**src/rtl/io_uart_tx.sv**
```systemverilog
// Memory-mapped UART transmitter: a 4-byte register window on split even/odd
// CPU byte banks, a small transmit FIFO and an 8N1 serializer with a 16-bit divisor.
module io_uart_tx #(
  parameter logic [15:0] IO_BASE    = 16'h0000,
  parameter int          FIFO_DEPTH = 4,
  parameter logic [15:0] DIV_RESET  = 16'd103
) (
  input  logic        clk,
  input  logic        reset,
  input  logic [14:0] mem_write_addr_even,
  input  logic [14:0] mem_write_addr_odd,
  input  logic [7:0]  mem_write_data_even,
  input  logic [7:0]  mem_write_data_odd,
  input  logic        mem_write_en_even,
  input  logic        mem_write_en_odd,
  input  logic [14:0] mem_read_addr_even,
  input  logic [14:0] mem_read_addr_odd,
  output logic [7:0]  io_read_data_even,
  output logic [7:0]  io_read_data_odd,
  output logic        io_read_hit_even,
  output logic        io_read_hit_odd,
  output logic        txd
);

  localparam int PTR_W = $clog2(FIFO_DEPTH);
  localparam int CNT_W = PTR_W + 1;
  localparam logic [CNT_W-1:0] DEPTH_C = CNT_W'(FIFO_DEPTH);

  typedef enum logic [1:0] {
    ST_IDLE  = 2'd0,
    ST_START = 2'd1,
    ST_DATA  = 2'd2,
    ST_STOP  = 2'd3
  } state_t;

  state_t            state_r, state_n;
  logic [15:0]       div_r;
  logic [15:0]       cnt_r, cnt_n;
  logic [2:0]        idx_r, idx_n;
  logic [7:0]        shift_r, shift_n;
  logic              txd_n;
  logic              overflow_r;
  logic [7:0]        fifo_mem_r [FIFO_DEPTH];
  logic [PTR_W-1:0]  wr_ptr_r, rd_ptr_r;
  logic [CNT_W-1:0]  count_r;

  logic wr_hit_even_s, wr_hit_odd_s, rd_hit_even_s, rd_hit_odd_s;
  logic sel_tx_s, sel_divlo_s, sel_status_s, sel_divhi_s;
  logic push_s, drop_s, pop_s;
  logic busy_s, empty_s, full_s;
  logic [7:0] status_s;

  // A bank word address already carries byte-address bits [15:1]; bit 0 picks the register pair.
  assign wr_hit_even_s = (mem_write_addr_even[14:1] == IO_BASE[15:2]);
  assign wr_hit_odd_s  = (mem_write_addr_odd[14:1]  == IO_BASE[15:2]);
  assign rd_hit_even_s = (mem_read_addr_even[14:1]  == IO_BASE[15:2]);
  assign rd_hit_odd_s  = (mem_read_addr_odd[14:1]   == IO_BASE[15:2]);

  assign sel_tx_s     = mem_write_en_even && wr_hit_even_s && !mem_write_addr_even[0];
  assign sel_divlo_s  = mem_write_en_even && wr_hit_even_s &&  mem_write_addr_even[0];
  assign sel_status_s = mem_write_en_odd  && wr_hit_odd_s  && !mem_write_addr_odd[0];
  assign sel_divhi_s  = mem_write_en_odd  && wr_hit_odd_s  &&  mem_write_addr_odd[0];

  // A full FIFO still accepts a byte when the serializer frees a slot in the same cycle.
  assign push_s  = sel_tx_s && ((count_r < DEPTH_C) || pop_s);
  assign drop_s  = sel_tx_s && !((count_r < DEPTH_C) || pop_s);

  assign busy_s   = (state_r != ST_IDLE);
  assign empty_s  = (count_r == {CNT_W{1'b0}});
  assign full_s   = (count_r == DEPTH_C);
  assign status_s = {4'b0000, overflow_r, busy_s, empty_s, full_s};

  // Serializer next-state: each bit lasts div_r+1 cycles, the divisor is sampled at every reload.
  always_comb begin
    state_n = state_r;
    cnt_n   = cnt_r;
    idx_n   = idx_r;
    shift_n = shift_r;
    txd_n   = txd;
    pop_s   = 1'b0;
    case (state_r)
      ST_IDLE: begin
        txd_n = 1'b1;
        if (!empty_s) begin
          pop_s   = 1'b1;
          state_n = ST_START;
          cnt_n   = div_r;
          shift_n = fifo_mem_r[rd_ptr_r];
          txd_n   = 1'b0;
        end else begin
          pop_s = 1'b0;
        end
      end
      ST_START: begin
        if (cnt_r != 16'd0) begin
          cnt_n = cnt_r - 16'd1;
        end else begin
          cnt_n   = div_r;
          state_n = ST_DATA;
          idx_n   = 3'd0;
          txd_n   = shift_r[0];
          shift_n = {1'b0, shift_r[7:1]};
        end
      end
      ST_DATA: begin
        if (cnt_r != 16'd0) begin
          cnt_n = cnt_r - 16'd1;
        end else if (idx_r == 3'd7) begin
          cnt_n   = div_r;
          state_n = ST_STOP;
          txd_n   = 1'b1;
        end else begin
          cnt_n   = div_r;
          idx_n   = idx_r + 3'd1;
          txd_n   = shift_r[0];
          shift_n = {1'b0, shift_r[7:1]};
        end
      end
      ST_STOP: begin
        if (cnt_r != 16'd0) begin
          cnt_n = cnt_r - 16'd1;
        end else begin
          state_n = ST_IDLE;
          txd_n   = 1'b1;
        end
      end
      default: begin
        state_n = ST_IDLE;
        txd_n   = 1'b1;
      end
    endcase
  end

  // Control state, registers, FIFO pointers and registered read port.
  always_ff @(posedge clk) begin
    if (!reset) begin
      state_r           <= ST_IDLE;
      cnt_r             <= 16'd0;
      idx_r             <= 3'd0;
      shift_r           <= 8'h00;
      txd               <= 1'b1;
      overflow_r        <= 1'b0;
      div_r             <= DIV_RESET;
      wr_ptr_r          <= {PTR_W{1'b0}};
      rd_ptr_r          <= {PTR_W{1'b0}};
      count_r           <= {CNT_W{1'b0}};
      io_read_hit_even  <= 1'b0;
      io_read_hit_odd   <= 1'b0;
      io_read_data_even <= 8'h00;
      io_read_data_odd  <= 8'h00;
    end else begin
      state_r <= state_n;
      cnt_r   <= cnt_n;
      idx_r   <= idx_n;
      shift_r <= shift_n;
      txd     <= txd_n;
      if (push_s) wr_ptr_r <= wr_ptr_r + PTR_W'(1);
      if (pop_s)  rd_ptr_r <= rd_ptr_r + PTR_W'(1);
      case ({push_s, pop_s})
        2'b10:   count_r <= count_r + CNT_W'(1);
        2'b01:   count_r <= count_r - CNT_W'(1);
        default: count_r <= count_r;
      endcase
      // A dropped byte wins over a same-cycle STATUS clear so the loss is never hidden.
      if (drop_s)            overflow_r <= 1'b1;
      else if (sel_status_s) overflow_r <= 1'b0;
      if (sel_divlo_s) div_r[7:0]  <= mem_write_data_even;
      if (sel_divhi_s) div_r[15:8] <= mem_write_data_odd;
      io_read_hit_even  <= rd_hit_even_s;
      io_read_hit_odd   <= rd_hit_odd_s;
      io_read_data_even <= (rd_hit_even_s && mem_read_addr_even[0]) ? div_r[7:0] : 8'h00;
      io_read_data_odd  <= !rd_hit_odd_s ? 8'h00 :
                           (mem_read_addr_odd[0] ? div_r[15:8] : status_s);
    end
  end

  // FIFO storage carries no reset; occupancy is tracked by count_r.
  always_ff @(posedge clk) begin
    if (push_s) begin
      fifo_mem_r[wr_ptr_r] <= mem_write_data_even;
    end
  end

endmodule

```
**config.mk**
```make
export PLATFORM = sky130hd
export DESIGN_NAME = io_uart_tx
export DESIGN_NICKNAME = d
export VERILOG_FILES = /design/src/rtl/io_uart_tx.sv
export SDC_FILE = /design/constraint.sdc
export NUM_CORES = 1
export LEC_CHECK = 0
export ABC_AREA = 0
export CAP_MARGIN = 10
export CORE_ASPECT_RATIO = 0.8
export CORE_MARGIN = 10
export CORE_UTILIZATION = 52
export DETAILED_ROUTE_END_ITERATION = 10
export HOLD_SLACK_MARGIN = 0.05
export PLACE_DENSITY = 0.81
export SYNTH_ARGS = -nofsm -noshare
export SYNTH_HDL_FRONTEND = slang
export SYNTH_SLANG_ARGS = --single-unit
```
**constraint.sdc**
```tcl
create_clock -name clk -period 3.1 [get_ports clk]
set_clock_uncertainty 0.15 [all_clocks]
set_input_delay 0.465 -clock clk [delete_from_list [all_inputs] [get_ports clk]]
set_output_delay 0.465 -clock clk [all_outputs]
set_load 0.01 [all_outputs]
```
# Word level (Yosys, flattened, before mapping)
# Memories as Yosys holds them, arrays and structs flattened. A register that Yosys moved wholly into a read port is not among the register bits.
# Index checks and enable logic that the tools add are counted.
# W data, S select, Z words.
[op_classes]
addsub = 6
order_cmp = 1
eq_ne = 14
mux = 35
n_reduce_logical = 34
[op_table]
columns = ["operator", "n"]
rows = [
  ["$logic_not A14 Y1", 4],
  ["$mux W16", 3],
  ["$pmux W16 S3", 1],
  ["$mux W8", 4],
  ["$pmux W8 S3", 1],
  ["$reduce_bool A16 Y1", 1],
  ["$sub A16 B1 Y16 const B", 1],
  ["$mux W2", 7],
  ["$ne A2 B2 Y1 const B", 7],
  ["$pmux W3 S2", 2],
  ["$mux W1", 11],
  ["$reduce_and A5 Y1", 2],
  ["$logic_and A1 B1 Y1", 9],
  ["$mux W3", 3],
  ["$pmux W2 S4", 1],
  ["$reduce_bool A2 Y1", 4],
  ["$add A3 B1 Y3 const B", 2],
  ["$eq A2 B2 Y1 const B", 3],
  ["$eq A3 B3 Y1 const B", 2],
  ["$reduce_and A2 Y1", 3],
  ["$reduce_and A3 Y1", 2],
  ["$add A2 B1 Y2 const B", 2],
  ["$eq A2 B1 Y1 const B", 2],
  ["$mux W4", 1],
  ["10 further kinds", 12],
]
[word_totals]
reg_bits = 72
mem_bits_rw = 32
out_inout_bits = 19
wordCells = 107
mem_count = 1
[mem_list]
columns = ["name", "depth", "width", "read_ports", "rd_ports_with_merged_regs", "wr", "line", "source"]
rows = [
  ["fifo_mem_r", 4, 8, 1, 1, 1, "43", "logic [7:0] fifo_mem_r [FIFO_DEPTH];"],
]

# Logic depth before layout (Yosys ltp)
[logic_depth]
ltp_word = 7
ltp_mapped = 12

# Least setup slack after synthesis
# No wires, ideal clock.
[synth_path]
kind = "input -> register"
startpoint = "input port mem_write_addr_even[13]"
endpoint = "register count_r[2]"
setup_time_ps = 71
t_arrival_ps = 2359
setup_slack_ps = 521
stages = 10
n_path_buf = 0
cell_sequence = "nor4b_1 nand4_1 nor3_1 inv_1 ha_1 inv_1 fa_1 xor2_1 or3_1 a21oi_1"
[synth_between]
elab_chain_cells = 6
word_cells_on_any_way = 8
classes_between = "eq/ne: 2; mux: 1; reduce/logical: 5"
[synth_lines]
columns = ["element", "line", "source"]
rows = [
  ["from (decl)", "10", "input logic [14:0] mem_write_addr_even,"],
  ["$logic_not A14 Y1 (*)", "54", "assign wr_hit_even_s = (mem_write_addr_even[14:1] == IO_BASE[15:2]);"],
  ["$logic_and A1 B1 Y1 (*) (2 in series)", "59", "assign sel_tx_s = mem_write_en_even && wr_hit_even_s && !mem_write_addr_even[0];"],
  ["$logic_and A1 B1 Y1 (*)", "65", "assign push_s = sel_tx_s && ((count_r < DEPTH_C) || pop_s);"],
  ["$eq A2 B1 Y1 or $eq A2 B2 Y1 (tied branches)", "159", "case ({push_s, pop_s})"],
  ["$pmux W3 S2 or $reduce_bool A2 Y1 (tied branches)", "-", ""],
  ["to (signal assigned)", "160", "2'b10: count_r <= count_r + CNT_W'(1);"],
  ["to (signal assigned)", "161", "2'b01: count_r <= count_r - CNT_W'(1);"],
  ["to (signal assigned)", "162", "default: count_r <= count_r;"],
  ["to (decl)", "45", "logic [CNT_W-1:0] count_r;"],
]
# Mark *: on every way between the ends. The rest lies on a longest branch, timed or not.
# A chain may end at the register's enable or synchronous reset.

# Final worst setup path
[layout_path]
startpoint = "register cnt_r[0]"
endpoint = "register shift_r[7]"
[layout_between]
elab_chain_cells = 3
word_cells_on_any_way = 4
classes_between = "eq/ne: 2; reduce/logical: 2"
[layout_lines]
columns = ["element", "line", "source"]
rows = [
  ["from (decl)", "38", "logic [15:0] cnt_r, cnt_n;"],
  ["from (signal assigned)", "153", "cnt_r <= cnt_n;"],
  ["$reduce_bool A16 Y1 (*)", "95, 106", ""],
  ["$ne A2 B2 Y1 (no source line)", "-", ""],
  ["$reduce_and A5 Y1 (no source line) (*)", "-", ""],
  ["to (signal assigned)", "155", "shift_r <= shift_n;"],
  ["to (decl)", "40", "logic [7:0] shift_r, shift_n;"],
]
# Marked as above.

==> flow_summary.yaml <==
clocking:
  cts_resized: 0
  htreeDepth: 3
  holdBufCountCts: 0
  path_clk_slew_ps: 80
  cts.sinks: 106
  cts_buffers: 9
  clockRootBuffer: "clkbuf_16"
  clk_latency_ps: 350
  post_cts.repair.setup_buffers: 0
  clockBufferDepth: 2
  tritoncts: "yes"
grt:
  grt_pass1_vias: 3881
  grt_use_total_pct: 16.9
  grt_pass1_wl_um: 19000
  gr-total-overflow: 0
  antenna_found_initial: 0
  grt_max_degree: 39
logic_synthesis:
  synth_largest_area_cell: "dfxtp_1"
  synth.avg_cell_area_um2: 10.3
  synth_top_cell_area_share_pct: 30.3
  ys.flop_type: "dfxtp_1"
  syn_nets: 568
  synth_cells: 474
  netlist-cell-type-count: 65
  ys_seq_area_share_pct: 49.9
  syn_area_um2: 4900
  synth-edff-count: 32
  synth_area_leaders: "dfxtp_1, edfxtp_1, mux2i_1"
  ys_seq_elements: 106
  yosys_warnings: 0
  synth_async_sr_flop_share_pct: 0
drt:
  drt-pass1-iter-count: 5
  avgRoutedWirePerCell_um: 17.1
  num_vias: 3909
  ant_nets: 0
  wirelength_um: 11700
  viasPerCell: 5.71
  dr.first_iter.drc_count: 431
  drcViolationCount: 0
timing:
  tns_ps: 0
  final_hold_viol_count: 0
  maxSlewViolCount: 0
  fmax_mhz: 397
  setup_violations: 0
  max_slew_margin_pct: 47.7
  timing.final.crit_share_pct: 81.2
  rsz0062_at_grt: "false"
  period_minus_slack_ps: 2520
  tightest_slew_ps: 777
cells_and_area:
  multi_input_area_um2: 2230
  area_growth_pct: 27.5
  final-seq-area_um2: 2440
  drive_gt1_share_pct: 8.42
  fin_util_pct: 68.5
  fin_nets: 659
  insertedDiodeCount: 0
  fillers: 677
power_and_ir_drop:
  p_leak_nw: 2.47
  power_density_nw_per_um2: 452
  peakVddDrop_mv: 0.339
place:
  gp_congestion: 0.838
  numPortBuffers: 98
  dp_hpwl_um: 8920
critical_path:
  worstSetupStartpointType: "register"
  critPathArrivalTime_ps: 2580
  crit_type: "register to register"
  path_max_fanout: 10
  cp_data_required_time_ps: 3170
  setup.worst_path.end_class: "register"
floorplan:
  io_pins: 99
  core-area_um2: 9110
  die_y_um: 107
  initial_utilization_pct: 53.7
  die_area_um2: 13700
  fp.dieW_um: 128
  rows: 31
run_status:
  outcome: "finished, final reports clean"
job:
  maxCapViolCount: 0
min_path:
  min-delay-path-class: "register to register"
[through the flow]
step / cell area, um^2 / hold WS, ps / setup slack (ps) / std cells / power, mW
2_1_floorplan: 4900 / 286 / 521 / 474 / 1.55
3_3_place_gp: 5930 / 296 / 319 / 669 / 1.68
3_5_place_dp: 5930 / 304 / 227 / 669 / 1.68
4_1_cts: 6240 / 314 / 565 / 685 / 2.83
5_1_grt: 6240 / 345 / 365 / 685 / 2.91
6_report: 6240 / 309 / 583 / 685 / 2.82
[cell families after synthesis]
logic type                 after synthesis  share of synthesized area, %
muxes                                   36                          9.40
AOI/OAI and AO/OA                       72                          10.2
and+or+nand+nor                        194                          21.1
DFF                                    106                          49.9
buffers and inverters                   46                          4.60
xor gates and xnor gates                 6                          1.07
adders and majority gates               14                          3.73
[layer usage]
layer / track usage (%) / vias up / routed length (um)
li1: - / 1903 / -
met1: 21.4 / 1852 / 4950
met2: 27.4 / 141 / 5700
met3: 4.33 / 13 / 907
met4: 5.54 / 0 / 170
met5: 0 / - / 0
[flip-flops by register name, indices dropped and copies added (netlist names), named ones only]
| register | cells |
|---|---|
| fifo_mem_r | 32 |
| idx_r | 3 |
| io_read_data_even | 8 |
| txd | 1 |
| state_r | 2 |
| overflow_r | 1 |
| shift_r | 8 |
| rd_ptr_r | 2 |
| wr_ptr_r | 2 |
| io_read_hit_odd | 1 |
| io_read_hit_even | 1 |
| count_r | 3 |
| div_r | 16 |
| cnt_r | 16 |
| io_read_data_odd | 8 |
[area by class of cell]
type | count | area share (%)
clock inverters | 6 | 1.02
flip-flops and latches | 106 | 39.1
repair buffers | 105 | 16.6
multi-input cells | 322 | 35.7
clock buffers | 10 | 4.01
well taps | 115 | 2.31
inverters | 21 | 1.26
[placed cells by master (no fill, tap or decap), types with 3 or more instances in the layout]
master / count
a21oi_1: 21
a22oi_1: 6
a31oi_1: 4
a32oi_1: 6
and2_1: 10
and3_1: 9
buf_4: 7
clkbuf_16: 10
clkdlybuf4s50_1: 98
dfxtp_1: 74
edfxtp_1: 32
ha_1: 13
inv_1: 20
mux2i_1: 28
mux4_2: 8
nand2_1: 71
nand3_1: 9
nand4_1: 4
nor2_1: 35
nor3_1: 10
nor4_1: 12
nor4_4: 3
nor4b_1: 6
o21ai_0: 5
o22ai_1: 9
o32ai_1: 3
xnor2_1: 3
xor2_1: 3
[critical path, stage by stage, from the launching register on]
cell	delay, ps
dfxtp_1	340
inv_1	150
ha_1	190
or3b_2	520
nor2_8	200
nand3b_1	140
a221o_1	510
mux2i_1	190
[report_power, final]
part / internal [mW] / switching [mW]
sequential: 1.43 / 0.00293
combinational: 0.125 / 0.0942
clock: 0.618 / 0.552
total: 2.17 / 0.649
[worst paths after layout]
kind,start,to,slack [ps],cells past startpoint
hold reg to reg,overflow_r,overflow_r,310,2
hold / removal,overflow_r,overflow_r,310,2
setup / recovery,cnt_r[0],shift_r[7],580,7
setup reg to reg,cnt_r[0],shift_r[7],580,7
[cell usage after synthesis (3+ instances only)]
cell type / n
nand3_1: 9
nor4b_1: 6
o21ai_0: 5
mux4_2: 8
nand2_1: 71
a31oi_1: 4
clkbuf_1: 14
inv_1: 20
and2_1: 10
a22oi_1: 6
mux2i_1: 28
nor4_1: 12
a32oi_1: 6
nand4_1: 4
o22ai_1: 9
dfxtp_1: 74
edfxtp_1: 32
a21oi_1: 21
o32ai_1: 3
and3_1: 9
nor3_1: 10
ha_1: 13
nor2_1: 35
xnor2_1: 3
buf_2: 4
nor4_4: 3
xor2_1: 3
buf_6: 4
Note: power is estimated with default switching activity, not from simulation.
